File: src/rtl/uart_sm_rx_pkg.sv
// Shared UART definitions: receiver state encoding, default bit period and
// frame constants. The transmitter imports the same package so both ends
// agree on the bit period and frame shape.
package uart_sm_rx_pkg;

  // Default clocks per serial bit, common to transmitter and receiver.
  localparam int unsigned CYCLES_PER_BIT_DEF = 32;

  // Frame shape: 8 data bits LSB first, one stop bit at logic 1.
  localparam int unsigned DATA_BITS  = 8;
  localparam logic        STOP_LEVEL = 1'b1;

  typedef enum logic [2:0] {
    IDLE     = 3'd0,
    START    = 3'd1,
    DATA     = 3'd2,
    STOP     = 3'd3,
    BRK_WAIT = 3'd4
  } rx_state_e;

endpackage

File: src/rtl/uart_sm_rx_if.sv
// Receiver-side signal bundle.
//   rx         : serial line into the receiver (idle high, asynchronous)
//   byte_out   : last correctly framed byte
//   byte_valid : one-cycle strobe, byte_out just updated
//   frame_err  : one-cycle strobe, stop bit sampled low
//   busy       : receiver is not in IDLE
// master = the receiver, slave = the line driver / byte consumer.
interface uart_sm_rx_if;
  import uart_sm_rx_pkg::*;

  logic                 rx;
  logic [DATA_BITS-1:0] byte_out;
  logic                 byte_valid;
  logic                 frame_err;
  logic                 busy;

  modport master (input rx, output byte_out, byte_valid, frame_err, busy);
  modport slave  (output rx, input byte_out, byte_valid, frame_err, busy);
endinterface

File: src/rtl/uart_sm_rx_sync_2ff.sv
// Two-flop synchroniser for a single asynchronous input.
//   clk   : destination clock
//   reset : asynchronous active-low reset
//   d     : asynchronous input
//   q     : synchronised output (two clocks of latency)
// RESET_VAL sets the value both flops take in reset.
module uart_sm_rx_sync_2ff #(
  parameter logic RESET_VAL = 1'b1
) (
  input  logic clk,
  input  logic reset,
  input  logic d,
  output logic q
);

  logic meta;

  always_ff @(posedge clk or negedge reset) begin
    if (!reset) begin
      meta <= RESET_VAL;
      q    <= RESET_VAL;
    end else begin
      meta <= d;
      q    <= meta;
    end
  end

endmodule

File: src/rtl/uart_sm_rx.sv
// UART receiver: 1 start, 8 data (LSB first), 1 stop, no parity.
//   clk   : system clock
//   reset : asynchronous active-low reset
//   bus   : uart_sm_rx_if.master (rx in; byte_out, byte_valid, frame_err,
//           busy out, all registered)
// The start bit is re-checked half a bit after the falling edge, then every
// data and stop bit is sampled one full bit period later, i.e. at its centre.
module uart_sm_rx
  import uart_sm_rx_pkg::*;
#(
  parameter int unsigned CYCLES_PER_BIT = CYCLES_PER_BIT_DEF
) (
  input  logic          clk,
  input  logic          reset,
  uart_sm_rx_if.master  bus
);

  localparam int unsigned HALF_BIT = CYCLES_PER_BIT / 2;
  localparam int unsigned CNT_W    = $clog2(CYCLES_PER_BIT);
  localparam int unsigned IDX_W    = 3;

  localparam logic [CNT_W-1:0] CNT_HALF_LAST = CNT_W'(HALF_BIT - 1);
  localparam logic [CNT_W-1:0] CNT_BIT_LAST  = CNT_W'(CYCLES_PER_BIT - 1);
  localparam logic [IDX_W-1:0] IDX_LAST      = IDX_W'(DATA_BITS - 1);

  rx_state_e            state, state_nxt;
  logic [CNT_W-1:0]     count, count_nxt;
  logic [IDX_W-1:0]     bit_idx, bit_idx_nxt;
  logic [DATA_BITS-1:0] shift, shift_nxt;
  logic [DATA_BITS-1:0] byte_q, byte_nxt;
  logic                 valid_q, valid_nxt;
  logic                 ferr_q, ferr_nxt;
  logic                 busy_q;
  logic                 rx_s;

  // Bring the asynchronous line into the clk domain; idles high in reset.
  uart_sm_rx_sync_2ff #(.RESET_VAL(1'b1)) u_sync (
    .clk   (clk),
    .reset (reset),
    .d     (bus.rx),
    .q     (rx_s)
  );

  // State and datapath registers.
  always_ff @(posedge clk or negedge reset) begin
    if (!reset) begin
      state   <= IDLE;
      count   <= '0;
      bit_idx <= '0;
      shift   <= '0;
      byte_q  <= '0;
      valid_q <= 1'b0;
      ferr_q  <= 1'b0;
      busy_q  <= 1'b0;
    end else begin
      state   <= state_nxt;
      count   <= count_nxt;
      bit_idx <= bit_idx_nxt;
      shift   <= shift_nxt;
      byte_q  <= byte_nxt;
      valid_q <= valid_nxt;
      ferr_q  <= ferr_nxt;
      // Registered from the next state so busy tracks state exactly.
      busy_q  <= (state_nxt != IDLE);
    end
  end

  // Next-state and datapath logic.
  always_comb begin
    state_nxt   = state;
    count_nxt   = count;
    bit_idx_nxt = bit_idx;
    shift_nxt   = shift;
    byte_nxt    = byte_q;
    valid_nxt   = 1'b0;
    ferr_nxt    = 1'b0;

    unique case (state)
      IDLE: begin
        count_nxt = '0;
        if (!rx_s) state_nxt = START;
      end

      START: begin
        if (count == CNT_HALF_LAST) begin
          count_nxt = '0;
          if (!rx_s) begin
            state_nxt   = DATA;
            bit_idx_nxt = '0;
          end else begin
            // Line went back high before mid-start: treat as a glitch.
            state_nxt = IDLE;
          end
        end else begin
          count_nxt = count + CNT_W'(1);
        end
      end

      DATA: begin
        if (count == CNT_BIT_LAST) begin
          count_nxt = '0;
          shift_nxt = {rx_s, shift[DATA_BITS-1:1]};
          if (bit_idx == IDX_LAST) state_nxt = STOP;
          else                     bit_idx_nxt = bit_idx + IDX_W'(1);
        end else begin
          count_nxt = count + CNT_W'(1);
        end
      end

      STOP: begin
        if (count == CNT_BIT_LAST) begin
          count_nxt = '0;
          if (rx_s == STOP_LEVEL) begin
            byte_nxt  = shift;
            valid_nxt = 1'b1;
            state_nxt = IDLE;
          end else begin
            ferr_nxt  = 1'b1;
            state_nxt = BRK_WAIT;
          end
        end else begin
          count_nxt = count + CNT_W'(1);
        end
      end

      // Hold off until a held-low (break) line returns high.
      BRK_WAIT: begin
        count_nxt = '0;
        if (rx_s) state_nxt = IDLE;
      end

      default: begin
        state_nxt = IDLE;
        count_nxt = '0;
      end
    endcase
  end

  assign bus.byte_out   = byte_q;
  assign bus.byte_valid = valid_q;
  assign bus.frame_err  = ferr_q;
  assign bus.busy       = busy_q;

endmodule
File: src/flat_wrapper.sv
// flat-port wrapper written by rule: the top's interface ports become plain ports
module uart_sm_rx_flat import uart_sm_rx_pkg::*;
#(
  parameter int unsigned CYCLES_PER_BIT = CYCLES_PER_BIT_DEF
)
  (clk, reset, bus_rx, bus_byte_out, bus_byte_valid, bus_frame_err, bus_busy);
  uart_sm_rx_if bus_i ();
  input  logic clk;
  input  logic reset;
  input wire logic [$bits(bus_i.rx)-1:0] bus_rx;
  output wire logic [$bits(bus_i.byte_out)-1:0] bus_byte_out;
  output wire logic [$bits(bus_i.byte_valid)-1:0] bus_byte_valid;
  output wire logic [$bits(bus_i.frame_err)-1:0] bus_frame_err;
  output wire logic [$bits(bus_i.busy)-1:0] bus_busy;
  assign bus_i.rx = bus_rx;
  assign bus_byte_out = bus_i.byte_out;
  assign bus_byte_valid = bus_i.byte_valid;
  assign bus_frame_err = bus_i.frame_err;
  assign bus_busy = bus_i.busy;
  uart_sm_rx #(.CYCLES_PER_BIT(CYCLES_PER_BIT)) u_core (.clk(clk), .reset(reset), .bus(bus_i));
endmodule
File: config.mk
export PLATFORM = sky130hd
export DESIGN_NAME = uart_sm_rx_flat
export DESIGN_NICKNAME = d
export VERILOG_FILES = /design/src/rtl/uart_sm_rx_pkg.sv /design/src/rtl/uart_sm_rx_if.sv /design/src/rtl/uart_sm_rx_sync_2ff.sv /design/src/rtl/uart_sm_rx.sv /design/src/flat_wrapper.sv
export SDC_FILE = /design/constraint.sdc
export NUM_CORES = 1
export LEC_CHECK = 0
export ABC_AREA = 0
export CELL_PAD_IN_SITES_DETAIL_PLACEMENT = 1
export CELL_PAD_IN_SITES_GLOBAL_PLACEMENT = 2
export CORE_MARGIN = 2
export CORE_UTILIZATION = 42
export DETAILED_ROUTE_END_ITERATION = 10
export GPL_TIMING_DRIVEN = 0
export PLACE_DENSITY = 0.86
export SYNTH_ARGS = -nofsm -noshare
export SYNTH_HDL_FRONTEND = slang
export SYNTH_SLANG_ARGS = --single-unit
File: constraint.sdc
create_clock -name clk -period 4.8 [get_ports clk]
set_input_delay 1.2 -clock clk [delete_from_list [all_inputs] [get_ports clk]]
set_output_delay 1.2 -clock clk [all_outputs]
set_load 0.005 [all_outputs]
## Yosys cells after proc, flatten, opt, wreduce, memory -nomap -nowiden

Cells that the tools add are included.

| operators by class | value |
|---|---|
| add/subtract/negate cells | 2 |
| eq/ne operators | 11 |
| muxes and demuxes | 23 |
| reductions and logical operators | 7 |

Operators with widths:

| cell | count |
|---|---|
| $mux 3 | 11 |
| $pmux 3 s5 | 1 |
| $mux 5 | 2 |
| $pmux 5 s2 | 1 |
| $eq 3x2->1 const B | 2 |
| $eq 3x3->1 const B | 2 |
| $mux 1 | 6 |
| $pmux 3 s2 | 1 |
| $add 5x1->5 const B | 1 |
| $eq 5x4->1 const B | 1 |
| $eq 5x5->1 const B | 1 |
| $reduce_and 5->1 | 1 |
| $ne 2x1->1 const B | 2 |
| $ne 2x2->1 const B | 2 |
| $add 3x1->3 const B | 1 |
| $eq 3x1->1 const B | 1 |
| $logic_not 3->1 | 1 |
| $reduce_and 3->1 | 1 |
| $reduce_bool 3->1 | 1 |
| $mux 2 | 1 |
| $reduce_and 2->1 | 1 |
| $reduce_bool 2->1 | 1 |
| $reduce_or 2->1 | 1 |

| word-level totals | value |
|---|---|
| bits in registers | 32 |
| bits of input ports | 3 |
| output and inout port bits | 11 |
| logic and storage cells | 53 |

## Logic depth before layout (Yosys ltp)

Gate-level depths: netlist of the first run.

| logic depth | value |
|---|---|
| word-level depth | 5 |
| depth in mapped cells | 7 |
| gate-level depth less buffers | 7 |

## Hierarchy

Synthesis of the first run repeated with hierarchy kept, for this count alone.

| unflattened totals | value |
|---|---|
| cells, all modules | 101 |
| area, all modules | 1423.9 um^2 |

Modules (own cells, without submodules):

| module | instances | cells an instance | area an instance (um^2) |
|---|---|---|---|
| uart_sm_rx | 1 | 99 | 1371.3 |
| uart_sm_rx_sync_2ff | 1 | 2 | 52.6 |

## Worst setup path before layout of the first run

Ideal clock, no wire load.

| timing | value |
|---|---|
| kind | reg2reg |
| start | register u_core.count[0] |
| end | register u_core.bit_idx[0] |
| setup time | 0.125 ns |
| arrival time | 1.795 ns |
| path slack | 2.881 ns |
| stages on the path, launching flop included | 8 |
| buffers on the path | 1 |
| clock period less this slack | 1.919 ns |
| cells stage by stage | dfrtp_1 -> ha_1 -> and3_1 -> ha_1 -> nor4bb_4 -> buf_6 -> and2b_2 -> mux2_2 |

| between the ends | value |
|---|---|
| cells in the longest elaborated chain, start to end | 3 |

RTL lines:

| item | line | RTL |
|---|---|---|
| from (decl) | uart_sm_rx.sv:27 | `logic [CNT_W-1:0] count, count_nxt;` |
| from (signal assigned) | uart_sm_rx.sv:57 | `count <= count_nxt;` |
| $eq 5x5->1 / $eq 5x4->1 (equally long branches) | uart_sm_rx.sv:100, uart_sm_rx.sv:85 |  |
| $ne 2x1->1 (no line) | - |  |
| $reduce_and 5->1 (no line) (*) | - |  |
| to (signal assigned) | uart_sm_rx.sv:58 | `bit_idx <= bit_idx_nxt;` |
| to (decl) | uart_sm_rx.sv:28 | `logic [IDX_W-1:0] bit_idx, bit_idx_nxt;` |

Every way passes the cells marked *; elsewhere a longest branch is shown, timed or not.
A chain may end at the register's enable or synchronous reset.

## Final worst setup path of the first run

| timing | value |
|---|---|
| start | register u_core.byte_q[6] (netlist: u_core.bus.byte_out[6]) |
| end | output bus_byte_out[6] |

RTL lines:

| item | line | RTL |
|---|---|---|
| from (decl) | uart_sm_rx.sv:30 | `logic [DATA_BITS-1:0] byte_q, byte_nxt;` |
| from (signal assigned) | uart_sm_rx.sv:60 | `byte_q <= byte_nxt;` |
| to (decl) | flat_wrapper.sv:11 | `output wire logic [$bits(bus_i.byte_out)-1:0] bus_byte_out;` |

No word-level cell between the ends.

==> results of run 1 <==
kinds of logic (layout without fill, tap and decap cells):
group	after synthesis	in the layout	synth area share (%)
flip-flops	32	32	55.68
AND/OR/NAND/NOR	25	25	12.40
multiplexers	19	19	14.74
AO/OA/AOI/OAI	11	11	5.292
buffers and inverters	9	30	3.729
adder cells (fa/ha/maj)	8	8	6.939
XOR/XNOR	2	2	1.214
cell usage after synthesis:
master,n
a21boi_0,1
a21o_1,1
a21oi_1,2
a22o_1,2
and2_1,1
and2b_1,1
and2b_2,1
and3_1,1
and3b_1,1
and4b_1,1
and4bb_2,1
buf_2,1
buf_4,1
buf_6,2
dfrtp_1,30
dfstp_2,2
ha_1,8
inv_1,5
mux2_2,18
mux2i_1,1
nand2_1,3
nand3_1,1
nand3b_1,1
nand4_2,1
nor2_1,6
nor2b_1,2
nor3b_1,3
nor4bb_4,1
o211ai_1,1
o21ai_0,2
o21bai_1,1
o221ai_1,1
xnor2_1,1
xor2_1,1
registers in the layout, indices dropped and copies added (netlist names), 3 cells and up:
name / flops
u_core.bit_idx: 3
u_core.count: 5
u_core.state: 3
u_core.shift: 8
u_core.bus.byte_out: 8
power by group:
group          internal [mW]  total (mW)  switching [mW]
Sequential             0.288       0.303          0.0151
Combinational         0.0240      0.0506          0.0266
Clock                  0.109       0.203          0.0938
Total                  0.421       0.556           0.135
metal layers:
| metal | track usage, % | vias up |
|---|---|---|
| li1 | - | 405 |
| met1 | 17.50 | 449 |
| met2 | 27.42 | 19 |
| met3 | 5.405 | 8 |
| met4 | 10.00 | 0 |
| met5 | 0 | - |
worst paths after layout:
| kind | startpoint | end |
|---|---|---|
| setup / recovery | u_core.bus.byte_out[6]$_DFFE_PN0P_ | bus_byte_out[6] |
| hold / removal | u_core.u_sync.meta$_DFF_PN1_ | u_core.u_sync.q$_DFF_PN1_ |
| setup reg to reg | u_core.count[0]$_DFF_PN0_ | u_core.shift[4]$_DFFE_PN0P_ |
| hold reg to reg | u_core.u_sync.meta$_DFF_PN1_ | u_core.u_sync.q$_DFF_PN1_ |
| max in group asynchronous | reset | u_core.bus.byte_out[6]$_DFFE_PN0P_ |
| min in group asynchronous | reset | u_core.count[1]$_DFF_PN0_ |
area by class of cell:
cell class              instances  area [sq um]
well taps                      46         57.56
flip-flops and latches         32         803.3
multi-input cells              65         585.6
fillers                       360          1609
repair buffers                 13         125.1
inverters                       5         18.77
clock buffers                   6         41.29
plain buffers                   4         35.03
clock inverters                 2         35.03
==> flow_summary_export.csv, run 1 <==
group,metric,value,unit
clocking,clock_path_buffers,2,
clocking,numCtsBuffers,5,
drt,met1Wirelength,1144,um
sta,finalHoldViolCount,0,
die,die_y,62.61,um
power_and_ir_drop,power_leakage,0.8335,nW
logic_synthesis,syn-num-nets,117,
setup_path,cp_num_cells,1,
die,dieArea,0.003919,sq mm
sta,fmax,0.4149,GHz
placed_design,post-place-ws,1.919,ns
sta,setup_viol,0,
logic_synthesis,yosys.area.top_type,"dfrtp_1",
sta,maxSlewViolCount,0,
die,start_util,43.58,%
sta,fin_tns_setup,0,ns
global_routing,grt_max_degree,33,
placed_design,dp_hpwl,1896,um
clocking,clk-insertion-delay-late,0.35,ns
global_routing,antenna_found_initial,0,
sta,worstMarginPinSlew,0.6816,ns
setup_path,cp_top_family,"buffers and inverters",
setup_path,reg2reg_depth,6,
sta,finClkSkew,0.007268,ns
power_and_ir_drop,report.power.total,0.5563,mW
logic_synthesis,yosysTopAreaCellShare,52.04,%
setup_path,regToRegSetupSlack,2.69,ns
die,core-area,0.003311,sq mm
drt,firstDrtPassIters,4,
sta,rsz0062_at_grt,"false",
drt,final_antenna_net_count,0,
layout,layout.cells.non_filler,173,
sta,finalCriticalPeriod,2.410,ns
global_routing,grt_pass1_wl,4719,um
placed_design,dpl.cell_count,165,
logic_synthesis,synth_cells,106,
min_path,worstHoldPathType,"reg2reg",
layout,layout-area-overhead-vs-synth,17.95,%
placed_design,gp_congestion,0.6762,
sta,setup_slack,2.390,ns
setup_path,cp.arrival,1.21,ns
drt,routed.top_layer,"met4",
placed_design,io_buffers,13,
drt,routed_wl,2719,um
setup_path,cp_slowest_cell,"clkdlybuf4s50_1",
setup_path,path_buf_inv,1,
logic_synthesis,yosysWarnings,0,
drt,post_drt_wl_per_cell,15.72,um
sta,timing.hold.ws,0.3648,ns
layout,fin_area,0.001702,sq mm
layout,final_cell_mix,"dfrtp_1, mux2_2, clkdlybuf4s50_1, ha_1, nor2_1",
clocking,clkTransAtPathRegs,0.10,ns
die,die_x,62.61,um
setup_path,critPathCaptureType,"output port",
layout,layout-drive-gt1-share,28.35,%
layout,final_util,51.40,%
sta,finalCritPeriodShare,50.21,%
global_routing,grt-ovfl-total,0,
clocking,cts_root_buf,"clkbuf_4",
min_path,hold_depth,0,
logic_synthesis,syn_avg_cell_area,13.61,sq um
drt,vias,881,
clocking,ctsResizeCount,0,
job,maxCapViolCount,0,
layout,layout.nets,137,
setup_path,crit_chain,"clkdlybuf4s50_1",
drt,remaining_drc_errors,0,
logic_synthesis,synth_cell_types,34,
global_routing,grt_util_all_layers,16.22,%
clocking,cts_tree,"yes",
logic_synthesis,synth_area,0.001443,sq mm
setup_path,crit_path_max_fanout,2,
setup_path,critical_path_required,3.60,ns
logic_synthesis,ys_ff_latch,32,
drt,drtIter0Drc,9,
clocking,htreeDepth,2,
drt,met2_length,1387,um
placed_design,dpl_cell_area,0.001630,sq mm
die,pin_count,14,
global_routing,first_global_vias,1009,
setup_path,start_kind,"flip-flop",
layout,final_common_cell,"dfrtp_1",
run_status,outcome,"completed",
layout,n_antenna_cell,0,
die,fp-row-count,21,
setup_path,slowest_delay,0.50,ns
drt,dr_wl_met3,116,um
logic_synthesis,ys_top_cells_by_area,"dfrtp_1, mux2_2, ha_1",
power_and_ir_drop,ir_drop,0.1742,mV
clocking,cts_hold_buf,0,
logic_synthesis,yosysSeqAreaShare,55.68,%
drt,vias_per_cell,5.092,
clocking,cts.sinks,32,
setup_path,worstSetupPathType,"reg2out",
sta,relSlewSlack,54.56,%
clocking,postCtsSetupRepairBufs,0,
power_and_ir_drop,powerDensity,326.9,mW/mm^2
(Power assumes the default switching activity.)
==> inputs of run 2 (changes only) <==
--- a/config.mk
+++ b/config.mk
@@ -9,10 +9,10 @@
 export CELL_PAD_IN_SITES_DETAIL_PLACEMENT = 1
 export CELL_PAD_IN_SITES_GLOBAL_PLACEMENT = 2
 export CORE_MARGIN = 2
-export CORE_UTILIZATION = 42
+export CORE_UTILIZATION = 35
 export DETAILED_ROUTE_END_ITERATION = 10
 export GPL_TIMING_DRIVEN = 0
-export PLACE_DENSITY = 0.86
+export PLACE_DENSITY = 0.76
 export SYNTH_ARGS = -nofsm -noshare
 export SYNTH_HDL_FRONTEND = slang
 export SYNTH_SLANG_ARGS = --single-unit
==> constraint.sdc (replaced) <==
create_clock -name clk -period 2 [get_ports clk]
set_input_delay 0.5 -clock clk [delete_from_list [all_inputs] [get_ports clk]]
set_output_delay 0.5 -clock clk [all_outputs]
set_load 0.005 [all_outputs]
==> run 2 against run 1 <==
  * Core utilization down 6.7 points
  * Critical endpoint is now u_core.bit_idx[0]$_DFFE_PN0P_
  * Highest routed layer unchanged
  * Cell area is 4.4% higher
  * Register-to-register slack got worse by 2.6 ns
==> flow_summary_export.csv, run 2 (synthesized netlist as in run 1, its figures left out) <==
group,metric,value,unit
layout,layout.cells.non_filler,179,
sta,fmax,0.5282,GHz
min_path,worstHoldPathType,"in2async",
drt,routed_wl,2770,um
sta,rsz0062_at_grt,"false",
placed_design,dpl.cell_count,169,
clocking,clkTransAtPathRegs,0.07,ns
layout,final_cell_mix,"dfrtp_1, mux2_2, clkdlybuf4s50_1, nor2_1, ha_1",
sta,setup_viol,0,
power_and_ir_drop,powerDensity,832.8,mW/mm^2
setup_path,start_kind,"flip-flop",
clocking,cts_tree,"yes",
layout,layout-drive-gt1-share,32.56,%
setup_path,slowest_delay,0.40,ns
sta,fin_tns_setup,0,ns
clocking,numCtsBuffers,5,
sta,finalCriticalPeriod,1.893,ns
placed_design,io_buffers,13,
job,maxCapViolCount,0,
global_routing,grt_util_all_layers,14.04,%
layout,layout.nets,139,
layout,n_antenna_cell,0,
setup_path,cp_slowest_cell,"dfrtp_1",
die,core-area,0.003971,sq mm
setup_path,critical_path_required,2.18,ns
global_routing,grt-ovfl-total,0,
drt,final_antenna_net_count,0,
sta,maxSlewViolCount,0,
sta,setup_slack,0.1067,ns
setup_path,cp.arrival,2.07,ns
die,dieArea,0.004651,sq mm
drt,post_drt_wl_per_cell,15.47,um
layout,fillers,419,
drt,remaining_drc_errors,0,
setup_path,crit_chain,"ha_2 -> and3_4 -> ha_4 -> nor4bb_4 -> buf_4 -> and2b_2 -> mux2_2",
drt,drtIter0Drc,15,
die,die_x,68.20,um
global_routing,first_global_vias,964,
sta,finalHoldViolCount,0,
clocking,clk-insertion-delay-late,0.29,ns
die,fp-row-count,23,
power_and_ir_drop,power_leakage,0.8490,nW
layout,layout-area-overhead-vs-synth,23.16,%
placed_design,gp_congestion,0.7727,
die,start_util,36.33,%
global_routing,antenna_found_initial,0,
drt,vias,893,
die,die_y,68.20,um
sta,finalCritPeriodShare,94.67,%
clocking,cts.sinks,32,
sta,worstMarginPinSlew,0.7003,ns
setup_path,critPathCaptureType,"flip-flop",
setup_path,crit_path_max_fanout,5,
sta,relSlewSlack,53.31,%
run_status,outcome,"completed",
placed_design,dp_hpwl,1840,um
setup_path,worstSetupPathType,"reg2reg",
clocking,htreeDepth,2,
global_routing,grt_max_degree,33,
drt,vias_per_cell,4.989,
clocking,cts_root_buf,"clkbuf_8",
layout,final_common_cell,"dfrtp_1",
clocking,clock_path_buffers,2,
die,pin_count,14,
drt,firstDrtPassIters,2,
power_and_ir_drop,report.power.total,1.480,mW
layout,final_util,44.74,%
power_and_ir_drop,ir_drop,0.3929,mV
sta,finClkSkew,0.006003,ns
placed_design,post-place-ws,-0.1255,ns
global_routing,grt_pass1_wl,4567,um
==> run 2: cell types whose count changed in the layout (fill, tap and decap cells not counted), sizes merged <==
cell | before | now
clkbuf | 6 | 5
buf | 5 | 7
clkinvlp | 0 | 1
==> run 2: final timing paths <==
kind	startpoint	slack, ns	endpoint	depth (start not counted)
min in group clk	u_core.u_sync.meta$_DFF_PN1_	0.36	u_core.u_sync.q$_DFF_PN1_	0
min	reset	0.25	u_core.bit_idx[0]$_DFFE_PN0P_	1
min reg2reg	u_core.u_sync.meta$_DFF_PN1_	0.36	u_core.u_sync.q$_DFF_PN1_	0
max in group asynchronous	reset	1.29	u_core.bus.frame_err$_DFF_PN0_	1
max reg2reg	u_core.count[0]$_DFF_PN0_	0.11	u_core.bit_idx[0]$_DFFE_PN0P_	7
max	u_core.count[0]$_DFF_PN0_	0.11	u_core.bit_idx[0]$_DFFE_PN0P_	7
==> run 2: layer usage <==
| metal | vias to the layer above | wire length (um) | global-route usage [%] |
|---|---|---|---|
| met5 | - | 0 | 0 |
| met4 | 0 | 76 | 9.000 |
| met3 | 7 | 79 | 3.947 |
| met2 | 13 | 1413 | 23.54 |
| met1 | 463 | 1201 | 15.55 |
| li1 | 410 | - | - |
==> run 2: report_power, final <==
part | internal [mW] | total [mW] | switching (mW) | leakage (nW)
registers | 0.692 | 0.733 | 0.0414 | 0.423
logic | 0.0636 | 0.132 | 0.0679 | 0.372
clock network | 0.368 | 0.615 | 0.247 | 0.0541
total | 1.12 | 1.48 | 0.356 | 0.849
==> run 2: timing repair <==
item,4_1_cts,5_1_grt
cloned,0,1
gates resized for setup,3,3
pin swaps,0,1
endpoints found under the hold margin,0,0
hold buffers,0,0
endpoints found under the setup margin,11,12
buffers inserted,0,1
==> run 2: final cells by class <==
type / count / area, sq um / area share [%]
plain buffers: 4 / 35.03 / 1.972
repair buffers: 15 / 140.1 / 7.887
clock buffers: 5 / 68.82 / 3.873
well taps: 50 / 62.56 / 3.521
clock inverters: 3 / 42.54 / 2.394
multi-input cells: 65 / 605.6 / 34.08
flip-flops and latches: 32 / 803.3 / 45.21
inverters: 5 / 18.77 / 1.056
==> run 2: metrics by stage <==
| step | area [sq um] | hold slack, ns |
|---|---|---|
| 2_1_floorplan | 1443 | 0.2044 |
| 3_3_place_gp | 1635 | 0.3466 |
| 3_5_place_dp | 1630 | 0.3537 |
| 4_1_cts | 1755 | 0.2894 |
| 5_1_grt | 1777 | 0.3027 |
| 6_report | 1777 | 0.2513 |
==> run 2: worst max-delay path: cells and delay by family, from the launching register on <==
family | cells | cell delay, ns
adders and majority gates | 2 | 0.39
buffers and inverters | 1 | 0.16
and+or+nand+nor | 3 | 0.58
muxes | 1 | 0.25
DFF | 1 | 0.40
